`config.mk`:
```
export PLATFORM = sky130hd
export DESIGN_NAME = aes_shiftrows_serial_unit
export DESIGN_NICKNAME = d
export VERILOG_FILES = /design/src/rtl/aes_shiftrows_serial_unit.sv
export SDC_FILE = /design/constraint.sdc
export NUM_CORES = 1
export LEC_CHECK = 0
export CORE_MARGIN = 2
export CORE_UTILIZATION = 45
export CTS_CLUSTER_SIZE = 30
export DETAILED_ROUTE_END_ITERATION = 12
export MAX_ROUTING_LAYER = met4
export SLEW_MARGIN = 5
export SYNTH_ARGS = -nofsm -noshare
export SYNTH_HDL_FRONTEND = slang
export SYNTH_SLANG_ARGS = --single-unit
```
`constraint.sdc`:
```
create_clock -name clk -period 5.4 [get_ports clk]
set_input_delay 0.54 -clock clk [delete_from_list [all_inputs] [get_ports clk]]
set_output_delay 0.54 -clock clk [all_outputs]
set_load 0.005 [all_outputs]
```
`src/rtl/aes_shiftrows_serial_unit.sv`:
```
// Byte-serial AES ShiftRows / InvShiftRows stage.
// Loads a 16-byte column-major state, then drains it in row-rotated order.
// The load/drain byte counter and the latched direction are exported for the
// downstream byte permutation controller.
module aes_shiftrows_serial_unit #(
    parameter int BYTE_W = 8
) (
    input  logic              clk,
    input  logic              rst,
    input  logic              shift_left,
    input  logic              in_valid,
    output logic              in_ready,
    input  logic [BYTE_W-1:0] in_data,
    output logic              out_valid,
    input  logic              out_ready,
    output logic [BYTE_W-1:0] out_data,
    output logic              out_last,
    output logic [3:0]        inner_state_counter,
    output logic              shift_left_q,
    output logic              busy
);

    typedef enum logic {
        LOAD  = 1'b0,
        DRAIN = 1'b1
    } state_t;

    state_t                   state_q, state_d;
    logic [3:0]               count_q, count_d;
    logic                     shift_left_d;
    logic [15:0][BYTE_W-1:0]  buf_q, buf_d;

    logic                     in_hs, out_hs;
    logic [1:0]               row, col, src_col;

    // Stream handshakes and output select; rst masks all handshake-visible outputs.
    always_comb begin
        in_ready  = !rst && (state_q == LOAD);
        out_valid = !rst && (state_q == DRAIN);
        busy      = out_valid;
        out_last  = out_valid && (count_q == 4'd15);
        in_hs     = in_valid && in_ready;
        out_hs    = out_valid && out_ready;

        // Output byte j sits at row j[1:0], column j[3:2]; the source column
        // is rotated by the row number, wrapping modulo 4 in 2 bits.
        row       = count_q[1:0];
        col       = count_q[3:2];
        src_col   = shift_left_q ? (col + row) : (col - row);
        out_data  = buf_q[{src_col, row}];

        inner_state_counter = count_q;
    end

    // Next-state: the counter is shared by both phases and wraps at 16.
    always_comb begin
        state_d      = state_q;
        count_d      = count_q;
        shift_left_d = shift_left_q;
        buf_d        = buf_q;
        if (in_hs) begin
            buf_d[count_q] = in_data;
            count_d        = count_q + 4'd1;
            if (count_q == 4'd0)  shift_left_d = shift_left;
            if (count_q == 4'd15) state_d      = DRAIN;
        end
        if (out_hs) begin
            count_d = count_q + 4'd1;
            if (count_q == 4'd15) state_d = LOAD;
        end
    end

    // Control registers; reset returns to an empty LOAD phase.
    always_ff @(posedge clk) begin
        if (rst) begin
            state_q      <= LOAD;
            count_q      <= 4'd0;
            shift_left_q <= 1'b1;
        end else begin
            state_q      <= state_d;
            count_q      <= count_d;
            shift_left_q <= shift_left_d;
        end
    end

    // Block buffer keeps its contents across reset; writes only on accepted bytes.
    always_ff @(posedge clk) begin
        buf_q <= buf_d;
    end

endmodule

```
### Word level (Yosys, flattened, before mapping)

Cells that the tools add are included.

| storage, ports and cells | value |
|---|---|
| bits in registers | 134 |
| bits in latches | 0 |
| RAM bits | 0 |
| memory bits (read-only) | 0 |
| input port bits | 13 |
| output and inout bits | 17 |
| logic and storage cells | 49 |
| memories | 0 |

| cells by class | value |
|---|---|
| add/subtract/negate cells | 3 |
| multipliers | 0 |
| divide/modulo/power cells | 0 |
| magnitude comparators | 3 |
| equal/unequal tests | 1 |
| shift-type cells | 0 |
| mux-type cells | 12 |
| bitwise logic cells | 1 |
| reductions and logical operators | 10 |

Operator list:

| operator | number |
|---|---|
| bitwise mux 128 bit | 1 |
| binary-select mux 8 bit (select 4 bit) | 1 |
| demux 8 bit (select 4 bit) | 1 |
| 2-to-1 mux 8 bit | 2 |
| < comparator 4 x 5 -> 1 bit (second input constant) | 2 |
| 2-to-1 mux 4 bit | 2 |
| logical AND 1 bit | 6 |
| adder 4 x 1 -> 4 bit (second input constant) | 1 |
| equality test 4 bit (second input constant) | 1 |
| >= comparator 4 x 1 -> 1 bit (second input constant) | 1 |
| logical NOT 4 bit | 1 |
| 2-to-1 mux 1 bit | 4 |
| adder 2 bit | 1 |
| 2-to-1 mux 2 bit | 1 |
| AND reduction 2 bit | 1 |
| nonzero test 2 bit | 1 |
| subtractor 2 bit | 1 |
| logical NOT 1 bit | 1 |
| NOT 1 bit | 1 |

### Depth between registers and ports, before layout

| logic depth | value |
|---|---|
| word-level depth | 6 |
| gate-level depth with buffers | 9 |
| gate-level depth less buffers | 6 |

### Worst setup path after synthesis

Ideal clock, no wire load.

| timing | value |
|---|---|
| path kind | register to output |
| from | register count_q[0], in the netlist inner_state_counter[0] |
| to | output out_data[5] |
| data arrival time | 2.220 ns |
| data required time | 4.860 ns |
| slack | 2.640 ns |
| stages on the path, launching flop included | 10 |
| buffers on the path | 3 |
| cell sequence | dfxtp_1 > buf_4 > buf_2 > inv_1 > ha_1 > mux2i_2 > xnor2_4 > buf_6 > mux2i_1 > mux2i_1 |

| on the way | value |
|---|---|
| cells in the longest elaborated chain, start to end | 4 |
| elaborated cells between the ends (all ways) | 5 |
| those cells by class | add/sub: 2; mux: 3 |

Ends and longest elaborated chain:

| what | RTL line | text |
|---|---|---|
| start: declaration | 29 | `logic [3:0] count_q, count_d;` |
| start signal: assignment | 81 | `count_q <= count_d;` |
| subtractor 2 bit / adder 2 bit (equally long branches) | 49 | `src_col = shift_left_q ? (col + row) : (col - row);` |
| 2-to-1 mux 2 bit | 49 |  |
| binary-select mux 8 bit (select 4 bit) (*) | 50 | `out_data = buf_q[{src_col, row}];` |
| 2-to-1 mux 8 bit (implied by the code) (*) | 50 |  |
| end: declaration | 16 | `output logic [BYTE_W-1:0] out_data,` |

Every way passes the cells marked *; elsewhere a longest branch is shown, timed or not. The select of a mux whose other input is x is not followed.

### Worst setup path in the final report

| timing | value |
|---|---|
| from | register count_q[0], in the netlist inner_state_counter[0] |
| to | output out_data[6] |

The elaborated chain is that of the path after synthesis.

==> results.cfg <==
[status]
status = finished, final reports clean

[sta]
layout_min_cycle_time_ps = 3770
max_freq_ghz = 0.265
holdWs_ps = 597
maxSlewViolCount = 0
tns_ps = 0
hold_viol = 0
clock_skew_ps = 8.37
relSlewSlack = 0.432
setup_ws_ps = 1630
fin_crit_sh = 0.699
finalSetupViolCount = 0
tightestPinTransition_ps = 849
grt_setup_unrepaired = false

[grt]
grt_use_total = 0.179
grt_pass1_vias = 2601
overflow = 0
grt_max_degree = 39
grt_pass1_wl_mm = 15.5
antenna_found_initial = 0

[hold_path]
hold_class = reg2reg
holdCritStartpoint = shift_left_q$_SDFFE_PP1P_

[place]
dp.cells = 430
gp_congestion = 0.728
dp_slack_ps = 2010
dp_hpwl_mm = 6.43
port_buffers = 29

[clock_network]
cts_buffer_depth = 2
htreeDepth = 4
cts_buffers = 17
cts_tree = done
clkSinkCount = 134
root_buffer = clkbuf_16
clk_pin_slew_worst_paths_ps = 60
insertion_delay_ps = 410
cts_hold_buf = 0
postCtsSetupBuffers = 0
post_cts_resized = 0

[setup_path]
critical_path_class = reg2out
startpoint = inner_state_counter[0]$_SDFFE_PP0P_
r2r_end = buf_q[125]$_DFFE_PP_
cp_data_arrival_time_ps = 3230
reg2reg_from = inner_state_counter[0]$_SDFFE_PP0P_
crit_top_cell = mux2i_1
worstSetupEndpointType = output pin
r2r_cells = 5
cp-endpoint = out_data[6]
cp_slowest_cell = xnor2_4
rrSetupSlack_ps = 2570
slowest_delay_ps = 640
crit_fanout = 16
worst_setup_path_start_kind = flop
path_cells = inv_1 > ha_1 > mux2i_2 > xnor2_4 > mux2i_1 > mux2i_1 > clkdlybuf4s50_1
required_ps = 4860

[floorplan]
rows = 40
initial_core_util = 0.455
die_h_um = 114
core_mm2 = 0.0119
dieWidth_um = 114
dieArea_mm2 = 0.0129
ios = 30

[synthesis]
syn_inst = 263
syn_area_mm2 = 0.00540
syn_area_per_cell_um2 = 20.5
ys_ff_latch = 134
ys_seq_area_frac = 0.734
synth_nets = 281
post_synth_num_cell_types = 29
ys_warn_count = 0

[detailed_routing]
totalWireLength_mm = 10.2
firstDrtPassIters = 4
vias_per_cell = 5.48
routedWlPerCell_um = 22.1
drt-initial-drc-count = 218
route.detailed.drc = 0
final_antenna_net_count = 0
vias = 2534

[final_layout]
area_growth_pct = 19.1
fin_nets = 320
fin_util = 0.542
antennaDiodeCount = 0
stdcell_count = 462
drive_above_1_share = 0.238

[run]
cap_violations = 0

[power]
power_leakage_uw = 0.00202
powerDensity_mw_per_mm2 = 384
max-vdd-ir-drop_mv = 0.180
Yosys cell counts:
cell,n,area share
edfxtp_1,128,0.71
mux4_2,31,0.13
mux2i_1,26,0.048
nor2_1,17,0.012
nand2_1,7,0.0049
dfxtp_1,6,0.022
clkbuf_1,5,0.0035
ha_1,5,0.012
nor3_1,5,0.0046
buf_4,3,0.0042
nand2b_1,3,0.0035
nor2b_1,3,0.0035
a21oi_1,2,0.0019
buf_1,2,0.0014
buf_2,2,0.0019
buf_6,2,0.0042
inv_1,2,0.0014
nand4_1,2,0.0023
xor2_1,2,0.0032
and2_1,1,0.0012
clkbuf_4,1,0.0014
mux2_2,1,0.0021
mux2i_2,1,0.0025
mux4_1,1,0.0049
nand3_1,1,0.00093
nand4bb_1,1,0.0021
nor3b_1,1,0.0014
xnor2_4,1,0.0051
xor2_2,1,0.0030
through the flow:
stage / cell area (µm²) / total power, µW
2_1_floorplan: 5400 / 1270
3_3_place_gp: 5830 / 1350
3_5_place_dp: 5830 / 1350
4_1_cts: 6430 / 2490
5_1_grt: 6430 / 2550
6_report: 6430 / 2470
how the worst min path moves through the flow:
stage	end	slack, ps	depth (start not counted)
finish	shift_left_q$_SDFFE_PP1P_	600	2
detailed placement	state_q$_SDFF_PP0_	600	2
CTS	state_q$_SDFF_PP0_	610	2
floorplan	shift_left_q$_SDFFE_PP1P_	530	2
global placement	shift_left_q$_SDFFE_PP1P_	580	2
global route	shift_left_q$_SDFFE_PP1P_	630	2
kinds of logic (layout without fill, tap and decap cells):
kind of cell	after synthesis	in the layout	synth area share
AO/OA/AOI/OAI	2	2	0.00185
XOR/XNOR	4	4	0.0114
adder cells (fa/ha/maj)	5	5	0.0116
buffers and inverters	17	69	0.0178
flip-flops	134	134	0.734
multiplexers	60	60	0.187
AND/OR/NAND/NOR	41	41	0.0362
layer usage:
metal | part of all wire | GRT usage
met1 | 0.45 | 0.246
met2 | 0.48 | 0.254
met3 | 0.060 | 0.0510
met4 | 0.014 | 0.0707
met5 | 0 | -
cell type report:
cell class | instances | area, µm²
Fill cell | 922 | 5430
Clock buffer | 18 | 439
Sequential cell | 134 | 3970
Clock inverter | 14 | 159
Inverter | 2 | 7.51
Timing Repair Buffer | 35 | 335
Multi-Input combinational cell | 112 | 1340
Tap cell | 147 | 184
layout by cell type, fill, tap and decap left out, drive strengths merged, types with 2 or more instances in the layout:
master,Yosys,routed
edfxtp,128,128
mux4,32,32
clkdlybuf4s50,0,29
mux2i,27,27
clkbuf,6,18
nor2,17,17
nand2,7,7
clkinv,0,7
buf,9,6
dfxtp,6,6
nor3,5,5
ha,5,5
clkinvlp,0,4
nand2b,3,3
nor2b,3,3
bufinv,0,3
xor2,3,3
inv,2,2
a21oi,2,2
nand4,2,2
report_power, final:
group	total (µW)	internal, µW	switching, µW
Clock	1140	732	409
Combinational	176	88.7	87.1
Sequential	1150	1150	5.74
Total	2470	1970	502
critical path, delay by kind of cell, from the launching register on:
family	cells	cell delay, ps
mux	3	690
xor+xnor	1	640
fa+ha+maj	1	340
buf+inv	2	610
flops	1	540
state kept, by name (all words and copies together), names as in the netlist:
signal,flops
buf_q,128
inner_state_counter,4
shift_left_q,1
state_q,1
(Power assumes the default switching activity.)
